<file path="config.mk">
export PLATFORM = sky130hd
export DESIGN_NAME = mem_arbiter_flat
export DESIGN_NICKNAME = d
export VERILOG_FILES = /design/src/rtl/mem_arbiter_if.sv /design/src/rtl/mem_arbiter.sv /design/src/flat_wrapper.sv
export SDC_FILE = /design/constraint.sdc
export NUM_CORES = 1
export LEC_CHECK = 0
export CAP_MARGIN = 20
export CORE_AREA = 5 5 208 210
export CTS_BUF_LIST = sky130_fd_sc_hd__clkbuf_16
export CTS_CLUSTER_DIAMETER = 60
export CTS_CLUSTER_SIZE = 8
export DETAILED_ROUTE_END_ITERATION = 16
export DIE_AREA = 0 0 213 215
export PLACE_DENSITY = 0.43
export SLEW_MARGIN = 20
export SYNTH_ARGS = -nofsm -noshare
export SYNTH_HDL_FRONTEND = slang
export SYNTH_SLANG_ARGS = --single-unit
</file>
<file path="constraint.sdc">
create_clock -name clk -period 4.63 [get_ports clk]
set_input_delay 0.463 -clock clk [delete_from_list [all_inputs] [get_ports clk]]
set_output_delay 0.463 -clock clk [all_outputs]
set_load 0.1 [all_outputs]
</file>
<file path="src/rtl/mem_arbiter_if.sv">
// Bundle of the IFU, LSU and memory-side handshake signals around mem_arbiter.
// The arbiter takes the slave view; the requesters and memory model take the master view.
interface mem_arbiter_if;
  logic        ifu_req_valid;
  logic        ifu_req_ready;
  logic [63:0] ifu_addr;
  logic        ifu_resp_valid;
  logic [63:0] ifu_rdata;
  logic        ifu_resp_err;

  logic        lsu_req_valid;
  logic        lsu_req_ready;
  logic [63:0] lsu_addr;
  logic        lsu_wen;
  logic [63:0] lsu_wdata;
  logic [7:0]  lsu_wmask;
  logic        lsu_resp_valid;
  logic [63:0] lsu_rdata;
  logic        lsu_resp_err;

  logic        mem_req_valid;
  logic        mem_req_ready;
  logic [63:0] mem_addr;
  logic        mem_wen;
  logic [63:0] mem_wdata;
  logic [7:0]  mem_wmask;
  logic        mem_resp_valid;
  logic [63:0] mem_rdata;

  modport slave (
    input  ifu_req_valid, ifu_addr,
    input  lsu_req_valid, lsu_addr, lsu_wen, lsu_wdata, lsu_wmask,
    input  mem_req_ready, mem_resp_valid, mem_rdata,
    output ifu_req_ready, ifu_resp_valid, ifu_rdata, ifu_resp_err,
    output lsu_req_ready, lsu_resp_valid, lsu_rdata, lsu_resp_err,
    output mem_req_valid, mem_addr, mem_wen, mem_wdata, mem_wmask
  );

  modport master (
    output ifu_req_valid, ifu_addr,
    output lsu_req_valid, lsu_addr, lsu_wen, lsu_wdata, lsu_wmask,
    output mem_req_ready, mem_resp_valid, mem_rdata,
    input  ifu_req_ready, ifu_resp_valid, ifu_rdata, ifu_resp_err,
    input  lsu_req_ready, lsu_resp_valid, lsu_rdata, lsu_resp_err,
    input  mem_req_valid, mem_addr, mem_wen, mem_wdata, mem_wmask
  );
endinterface

</file>
<file path="src/rtl/mem_arbiter.sv">
// Single-outstanding arbiter for the shared memory port: LSU priority, IFU starvation
// guard, response routing to the owning requester and a WAIT-state timeout error.
module mem_arbiter #(
  parameter int STARVE_LIMIT = 4,
  parameter int TIMEOUT      = 255
) (
  input  logic          clk,
  input  logic          rst_n,
  mem_arbiter_if.slave  bus
);
  localparam int TW = $clog2(TIMEOUT + 1);
  localparam int SW = $clog2(STARVE_LIMIT + 1);

  typedef enum logic [1:0] {IDLE, REQ, WAIT} state_e;

  state_e        state_q, state_d;
  logic          owner_lsu_q, owner_lsu_d;
  logic [TW-1:0] timer_q, timer_d;
  logic [SW-1:0] starve_q, starve_d;
  logic [63:0]   addr_q, addr_d;
  logic          wen_q, wen_d;
  logic [63:0]   wdata_q, wdata_d;
  logic [7:0]    wmask_q, wmask_d;

  logic promote, in_idle, in_wait;
  logic ifu_grant, lsu_grant;
  logic timeout_hit, resp_ok, resp_to, resp_fire;

  assign promote   = (starve_q == SW'(STARVE_LIMIT));
  assign in_idle   = (state_q == IDLE);
  assign in_wait   = (state_q == WAIT);

  // Readies are gated by rst_n so they read 0 while reset is held.
  assign bus.ifu_req_ready = rst_n & in_idle & (~bus.lsu_req_valid | promote);
  assign bus.lsu_req_ready = rst_n & in_idle & ~(promote & bus.ifu_req_valid);

  assign ifu_grant = bus.ifu_req_valid & bus.ifu_req_ready;
  assign lsu_grant = bus.lsu_req_valid & bus.lsu_req_ready;

  assign timeout_hit = (timer_q == TW'(TIMEOUT - 1));
  assign resp_ok     = in_wait & bus.mem_resp_valid;
  assign resp_to     = in_wait & ~bus.mem_resp_valid & timeout_hit;
  assign resp_fire   = resp_ok | resp_to;

  assign bus.ifu_resp_valid = resp_fire & ~owner_lsu_q;
  assign bus.ifu_resp_err   = resp_to & ~owner_lsu_q;
  assign bus.ifu_rdata      = (resp_ok & ~owner_lsu_q) ? bus.mem_rdata : '0;
  assign bus.lsu_resp_valid = resp_fire & owner_lsu_q;
  assign bus.lsu_resp_err   = resp_to & owner_lsu_q;
  assign bus.lsu_rdata      = (resp_ok & owner_lsu_q) ? bus.mem_rdata : '0;

  assign bus.mem_req_valid = (state_q == REQ);
  assign bus.mem_addr      = addr_q;
  assign bus.mem_wen       = wen_q;
  assign bus.mem_wdata     = wdata_q;
  assign bus.mem_wmask     = wmask_q;

  always_comb begin
    state_d     = state_q;
    owner_lsu_d = owner_lsu_q;
    timer_d     = timer_q;
    starve_d    = starve_q;
    addr_d      = addr_q;
    wen_d       = wen_q;
    wdata_d     = wdata_q;
    wmask_d     = wmask_q;
    unique case (state_q)
      IDLE: begin
        if (lsu_grant) begin
          state_d     = REQ;
          owner_lsu_d = 1'b1;
          addr_d      = bus.lsu_addr;
          wen_d       = bus.lsu_wen;
          wdata_d     = bus.lsu_wdata;
          wmask_d     = bus.lsu_wmask;
          if (bus.ifu_req_valid && !promote) starve_d = starve_q + SW'(1);
        end else if (ifu_grant) begin
          state_d     = REQ;
          owner_lsu_d = 1'b0;
          addr_d      = bus.ifu_addr;
          wen_d       = 1'b0;
          wdata_d     = '0;
          wmask_d     = '0;
          starve_d    = '0;
        end
      end
      REQ: begin
        if (bus.mem_req_ready) begin
          state_d = WAIT;
          timer_d = '0;
        end
      end
      WAIT: begin
        if (resp_fire) state_d = IDLE;
        else           timer_d = timer_q + TW'(1);
      end
      default: state_d = IDLE;
    endcase
  end

  always_ff @(posedge clk or negedge rst_n) begin
    if (!rst_n) begin
      state_q     <= IDLE;
      owner_lsu_q <= 1'b0;
      timer_q     <= '0;
      starve_q    <= '0;
      addr_q      <= '0;
      wen_q       <= 1'b0;
      wdata_q     <= '0;
      wmask_q     <= '0;
    end else begin
      state_q     <= state_d;
      owner_lsu_q <= owner_lsu_d;
      timer_q     <= timer_d;
      starve_q    <= starve_d;
      addr_q      <= addr_d;
      wen_q       <= wen_d;
      wdata_q     <= wdata_d;
      wmask_q     <= wmask_d;
    end
  end
endmodule

</file>
<file path="src/flat_wrapper.sv">
// flat-port wrapper written by rule: the top's interface ports become plain ports
module mem_arbiter_flat 
#(
  parameter int STARVE_LIMIT = 4,
  parameter int TIMEOUT      = 255
)
  (clk, rst_n, bus_ifu_req_valid, bus_ifu_addr, bus_lsu_req_valid, bus_lsu_addr, bus_lsu_wen, bus_lsu_wdata, bus_lsu_wmask, bus_mem_req_ready, bus_mem_resp_valid, bus_mem_rdata, bus_ifu_req_ready, bus_ifu_resp_valid, bus_ifu_rdata, bus_ifu_resp_err, bus_lsu_req_ready, bus_lsu_resp_valid, bus_lsu_rdata, bus_lsu_resp_err, bus_mem_req_valid, bus_mem_addr, bus_mem_wen, bus_mem_wdata, bus_mem_wmask);
  mem_arbiter_if bus_i ();
  input  logic clk;
  input  logic rst_n;
  input wire logic [$bits(bus_i.ifu_req_valid)-1:0] bus_ifu_req_valid;
  input wire logic [$bits(bus_i.ifu_addr)-1:0] bus_ifu_addr;
  input wire logic [$bits(bus_i.lsu_req_valid)-1:0] bus_lsu_req_valid;
  input wire logic [$bits(bus_i.lsu_addr)-1:0] bus_lsu_addr;
  input wire logic [$bits(bus_i.lsu_wen)-1:0] bus_lsu_wen;
  input wire logic [$bits(bus_i.lsu_wdata)-1:0] bus_lsu_wdata;
  input wire logic [$bits(bus_i.lsu_wmask)-1:0] bus_lsu_wmask;
  input wire logic [$bits(bus_i.mem_req_ready)-1:0] bus_mem_req_ready;
  input wire logic [$bits(bus_i.mem_resp_valid)-1:0] bus_mem_resp_valid;
  input wire logic [$bits(bus_i.mem_rdata)-1:0] bus_mem_rdata;
  output wire logic [$bits(bus_i.ifu_req_ready)-1:0] bus_ifu_req_ready;
  output wire logic [$bits(bus_i.ifu_resp_valid)-1:0] bus_ifu_resp_valid;
  output wire logic [$bits(bus_i.ifu_rdata)-1:0] bus_ifu_rdata;
  output wire logic [$bits(bus_i.ifu_resp_err)-1:0] bus_ifu_resp_err;
  output wire logic [$bits(bus_i.lsu_req_ready)-1:0] bus_lsu_req_ready;
  output wire logic [$bits(bus_i.lsu_resp_valid)-1:0] bus_lsu_resp_valid;
  output wire logic [$bits(bus_i.lsu_rdata)-1:0] bus_lsu_rdata;
  output wire logic [$bits(bus_i.lsu_resp_err)-1:0] bus_lsu_resp_err;
  output wire logic [$bits(bus_i.mem_req_valid)-1:0] bus_mem_req_valid;
  output wire logic [$bits(bus_i.mem_addr)-1:0] bus_mem_addr;
  output wire logic [$bits(bus_i.mem_wen)-1:0] bus_mem_wen;
  output wire logic [$bits(bus_i.mem_wdata)-1:0] bus_mem_wdata;
  output wire logic [$bits(bus_i.mem_wmask)-1:0] bus_mem_wmask;
  assign bus_i.ifu_req_valid = bus_ifu_req_valid;
  assign bus_i.ifu_addr = bus_ifu_addr;
  assign bus_i.lsu_req_valid = bus_lsu_req_valid;
  assign bus_i.lsu_addr = bus_lsu_addr;
  assign bus_i.lsu_wen = bus_lsu_wen;
  assign bus_i.lsu_wdata = bus_lsu_wdata;
  assign bus_i.lsu_wmask = bus_lsu_wmask;
  assign bus_i.mem_req_ready = bus_mem_req_ready;
  assign bus_i.mem_resp_valid = bus_mem_resp_valid;
  assign bus_i.mem_rdata = bus_mem_rdata;
  assign bus_ifu_req_ready = bus_i.ifu_req_ready;
  assign bus_ifu_resp_valid = bus_i.ifu_resp_valid;
  assign bus_ifu_rdata = bus_i.ifu_rdata;
  assign bus_ifu_resp_err = bus_i.ifu_resp_err;
  assign bus_lsu_req_ready = bus_i.lsu_req_ready;
  assign bus_lsu_resp_valid = bus_i.lsu_resp_valid;
  assign bus_lsu_rdata = bus_i.lsu_rdata;
  assign bus_lsu_resp_err = bus_i.lsu_resp_err;
  assign bus_mem_req_valid = bus_i.mem_req_valid;
  assign bus_mem_addr = bus_i.mem_addr;
  assign bus_mem_wen = bus_i.mem_wen;
  assign bus_mem_wdata = bus_i.mem_wdata;
  assign bus_mem_wmask = bus_i.mem_wmask;
  mem_arbiter #(.STARVE_LIMIT(STARVE_LIMIT), .TIMEOUT(TIMEOUT)) u_core (.clk(clk), .rst_n(rst_n), .bus(bus_i));
endmodule
</file>
==> reports/results.ini <==
[synthesis]
synth_edf_count = 0
syn_nets = 960
synth_warnings = 0
ys_types = 44
dominantRegCellSynth = dfrtp_1
synth.avg_cell_area_um2 = 10.2
synth_seq_cells = 151
synth_cells = 685
synthTopCellsByArea = dfrtp_1 54%, and2_1 12%, a22o_1 9.1%
async_flop_share_pct = 100
ys_seq_area_share_pct = 54.1
synth_largest_area_cell = dfrtp_1
synth_area_um2 = 6990
synth_top_cell_area_share_pct = 54.1

[grt]
grt_pass1_wl_mm = 47.9
grt_pass1_vias = 7644
grt_usage_pct = 13.6
antenna_found_initial = 2
grt_max_degree = 76
grt.overflow.total = 0

[detailed_routing]
wire_per_inst_um = 18.8
drtPass1Iterations = 4
first_iter_violations = 263
vias_per_cell = 4.15
vias = 7282
ant_nets = 0
drc = 0
wl_mm = 33.0

[cells_and_area]
antennaDiodeCount = 0
fillers = 4285
nets = 1478
mostFrequentLayoutCell = clkdlybuf4s50_1
multi_input_area_um2 = 2930
seqCellArea_um2 = 3780
final_cell_mix = 411 x clkdlybuf4s50_1, 151 x dfrtp_1, 142 x buf_4
drive_gt1_share_pct = 15.2
final_cells = 1755
syn_to_final_growth_pct = 88.8

[worst_setup_path]
rr_startpoint = u_core.starve_q[0]$_DFFE_PN0P_
path_max_fanout = 45
slowest_delay_ns = 1.20
cp_cell_sequence = dlygate4sd3_1, buf_6, nand2_1, nor2_1, clkdlybuf4s50_1
cp.required_ns = 4.17
crit_path_start_kind = input port
ff2ff_path_depth = 7
r2r_slack_ns = 2.46
path_class = input port to output port
cp_data_arrival_time_ns = 3.03
path_buf_inv = 3
crit_family = buffers and inverters
crit_cells = 5
endpoint_kind = output port
timing.rr.end = u_core.bus.mem_addr[30]$_DFFE_PN0P_
crit_end = bus_ifu_req_ready
cp-startpoint = rst_n
crit_slowest_cell = clkdlybuf4s50_1

[timing]
tns_ns = 0
slew_headroom_pct = 28.0
min_period_over_period_pct = 75.5
hold_viol_final = 0
finalSetupViolations = 0
rsz0062_at_grt = false
min_period_ns = 3.49
fmaxAchievable_ghz = 0.286
worst_pin_slew_ns = 1.08
slew_violations = 0
finClkSkew_ns = 0.0144

[placed_design]
routabilityCongestion = 0.778
dpl.cell_count = 1721
place_hpwl_mm = 25.3
io_buffers = 542

[run]
maxCapViolCount = 0

[die]
die-area_um2 = 45800
io_pins = 543
die-width_um = 213
start_util_pct = 16.9
fp.coreArea_um2 = 41400
die_y_um = 215
placementRows = 75

[power_and_ir_drop]
swShare_pct = 60.7
power_density_nw_per_um2 = 851
ir_drop_v = 0.000514
cellInternalPower_uw = 4410
clkPwrFrac_pct = 12.2
seq_power_share_pct = 20.2
power_switching_uw = 6820
p_leak_uw = 0.00563
pwr-share-comb_pct = 67.6

[cts]
cts_max_level = 4
clkTransAtPathRegs_ns = 0.06
clock-root-buffer = clkbuf_16
cts_setup_buffers = 0
clk_latency_ns = 0.43
cts_tree = yes
cts_buffers = 17
clock_path_buffers = 2
cts.sinks = 151

[worst_hold_path]
holdPathStages = 1
hold_path_class = flip-flop to flip-flop

[outcome]
outcome = finished clean

==> flip-flops by register name, summed over array words and instances, names as in the netlist <==
name and count:
u_core.bus.mem_addr 64, u_core.bus.mem_wdata 64, u_core.bus.mem_wmask 8, u_core.timer_q 8, u_core.starve_q 3, u_core.state_q 2, u_core.bus.mem_wen 1, u_core.owner_lsu_q 1
==> metrics by stage <==
stage	power (µW)	setup WS, ns	hold WS (ns)	area (µm²)	util [%]
after global routing	11600	0.934	0.517	13200	31.9
after CTS	11400	1.03	0.488	13200	31.8
after global placement	9940	1.41	0.429	12600	30.4
after detailed placement	9930	1.41	0.425	12600	30.4
after floorplan	7900	1.75	0.167	6990	-
final	11200	1.14	0.482	13200	31.9
==> cells by family after synthesis <==
| family | Yosys count | synth area share (%) |
|---|---|---|
| muxes | 1 | 0.143 |
| AOI/OAI and AO/OA | 226 | 21.9 |
| xor gates and xnor gates | 1 | 0.125 |
| buffers and inverters | 63 | 4.39 |
| adders and majority gates | 4 | 0.716 |
| DFF | 151 | 54.1 |
| and+or+nand+nor | 239 | 18.7 |
==> power by group through the flow <==
stage          logic (µW)  registers (µW)  clock network (µW)
2_1_floorplan        1470            6430                   0
3_3_place_gp         7670            2270                   0
3_5_place_dp         7660            2270                   0
4_1_cts              7660            2270                1430
5_1_grt              7810            2360                1470
6_report             7590            2270                1370
==> cell type report <==
type | instances | share of cell area (%)
Tap cell | 539 | 5.11
Timing Repair Buffer | 556 | 39.6
Inverter | 6 | 0.171
Sequential cell | 151 | 28.6
Multi-Input combinational cell | 471 | 22.2
Clock buffer | 17 | 3.22
Clock inverter | 15 | 1.06
==> Yosys cell counts (2+ instances only) <==
cell type / number
a22o_1: 73
a21oi_1: 66
o211ai_1: 2
nand2_1: 15
buf_6: 5
and2_1: 130
and3_1: 3
ha_1: 4
o21ai_1: 2
o21ai_0: 5
buf_4: 2
buf_2: 20
nor2_1: 73
inv_1: 6
nand2b_1: 2
o22ai_1: 65
nor3b_4: 2
nand4_1: 2
a21o_1: 2
clkbuf_1: 22
nand3_1: 4
buf_1: 8
dfrtp_1: 151
==> worst reg2reg max path, delay by kind of cell (launching register included) <==
kind,cells,cell delay (ns)
compound gates,3,0.63
fa+ha+maj,1,0.23
buf+inv,2,0.46
flops,1,0.39
simple gates,1,0.41
==> layer usage <==
metal	wire, µm	up-vias	GRT usage, %
met1	12000	3468	14.5
met3	2910	29	4.38
met4	491	4	4.05
met2	17600	306	25.3
met5	22	-	0
li1	-	3475	-
==> timing repair <==
action	4_1_cts	5_1_grt
hold buffers	1	0
resized for setup	0	0
endpoints found under the hold margin	41	0
==> worst min-delay path by stage <==
stage / from / endpoint / slack [ns]
after global routing: u_core.bus.mem_wdata[0]$_DFFE_PN0P_ / u_core.bus.mem_wdata[0]$_DFFE_PN0P_ / 0.52
after global placement: rst_n / u_core.bus.mem_addr[15]$_DFFE_PN0P_ / 0.43
after detailed placement: rst_n / u_core.bus.mem_addr[15]$_DFFE_PN0P_ / 0.42
after floorplan: rst_n / u_core.bus.mem_addr[0]$_DFFE_PN0P_ / 0.17
final: u_core.timer_q[6]$_DFFE_PN0P_ / u_core.timer_q[6]$_DFFE_PN0P_ / 0.48
after CTS: u_core.timer_q[6]$_DFFE_PN0P_ / u_core.timer_q[6]$_DFFE_PN0P_ / 0.49
Power figures use the tool's default switching activity.
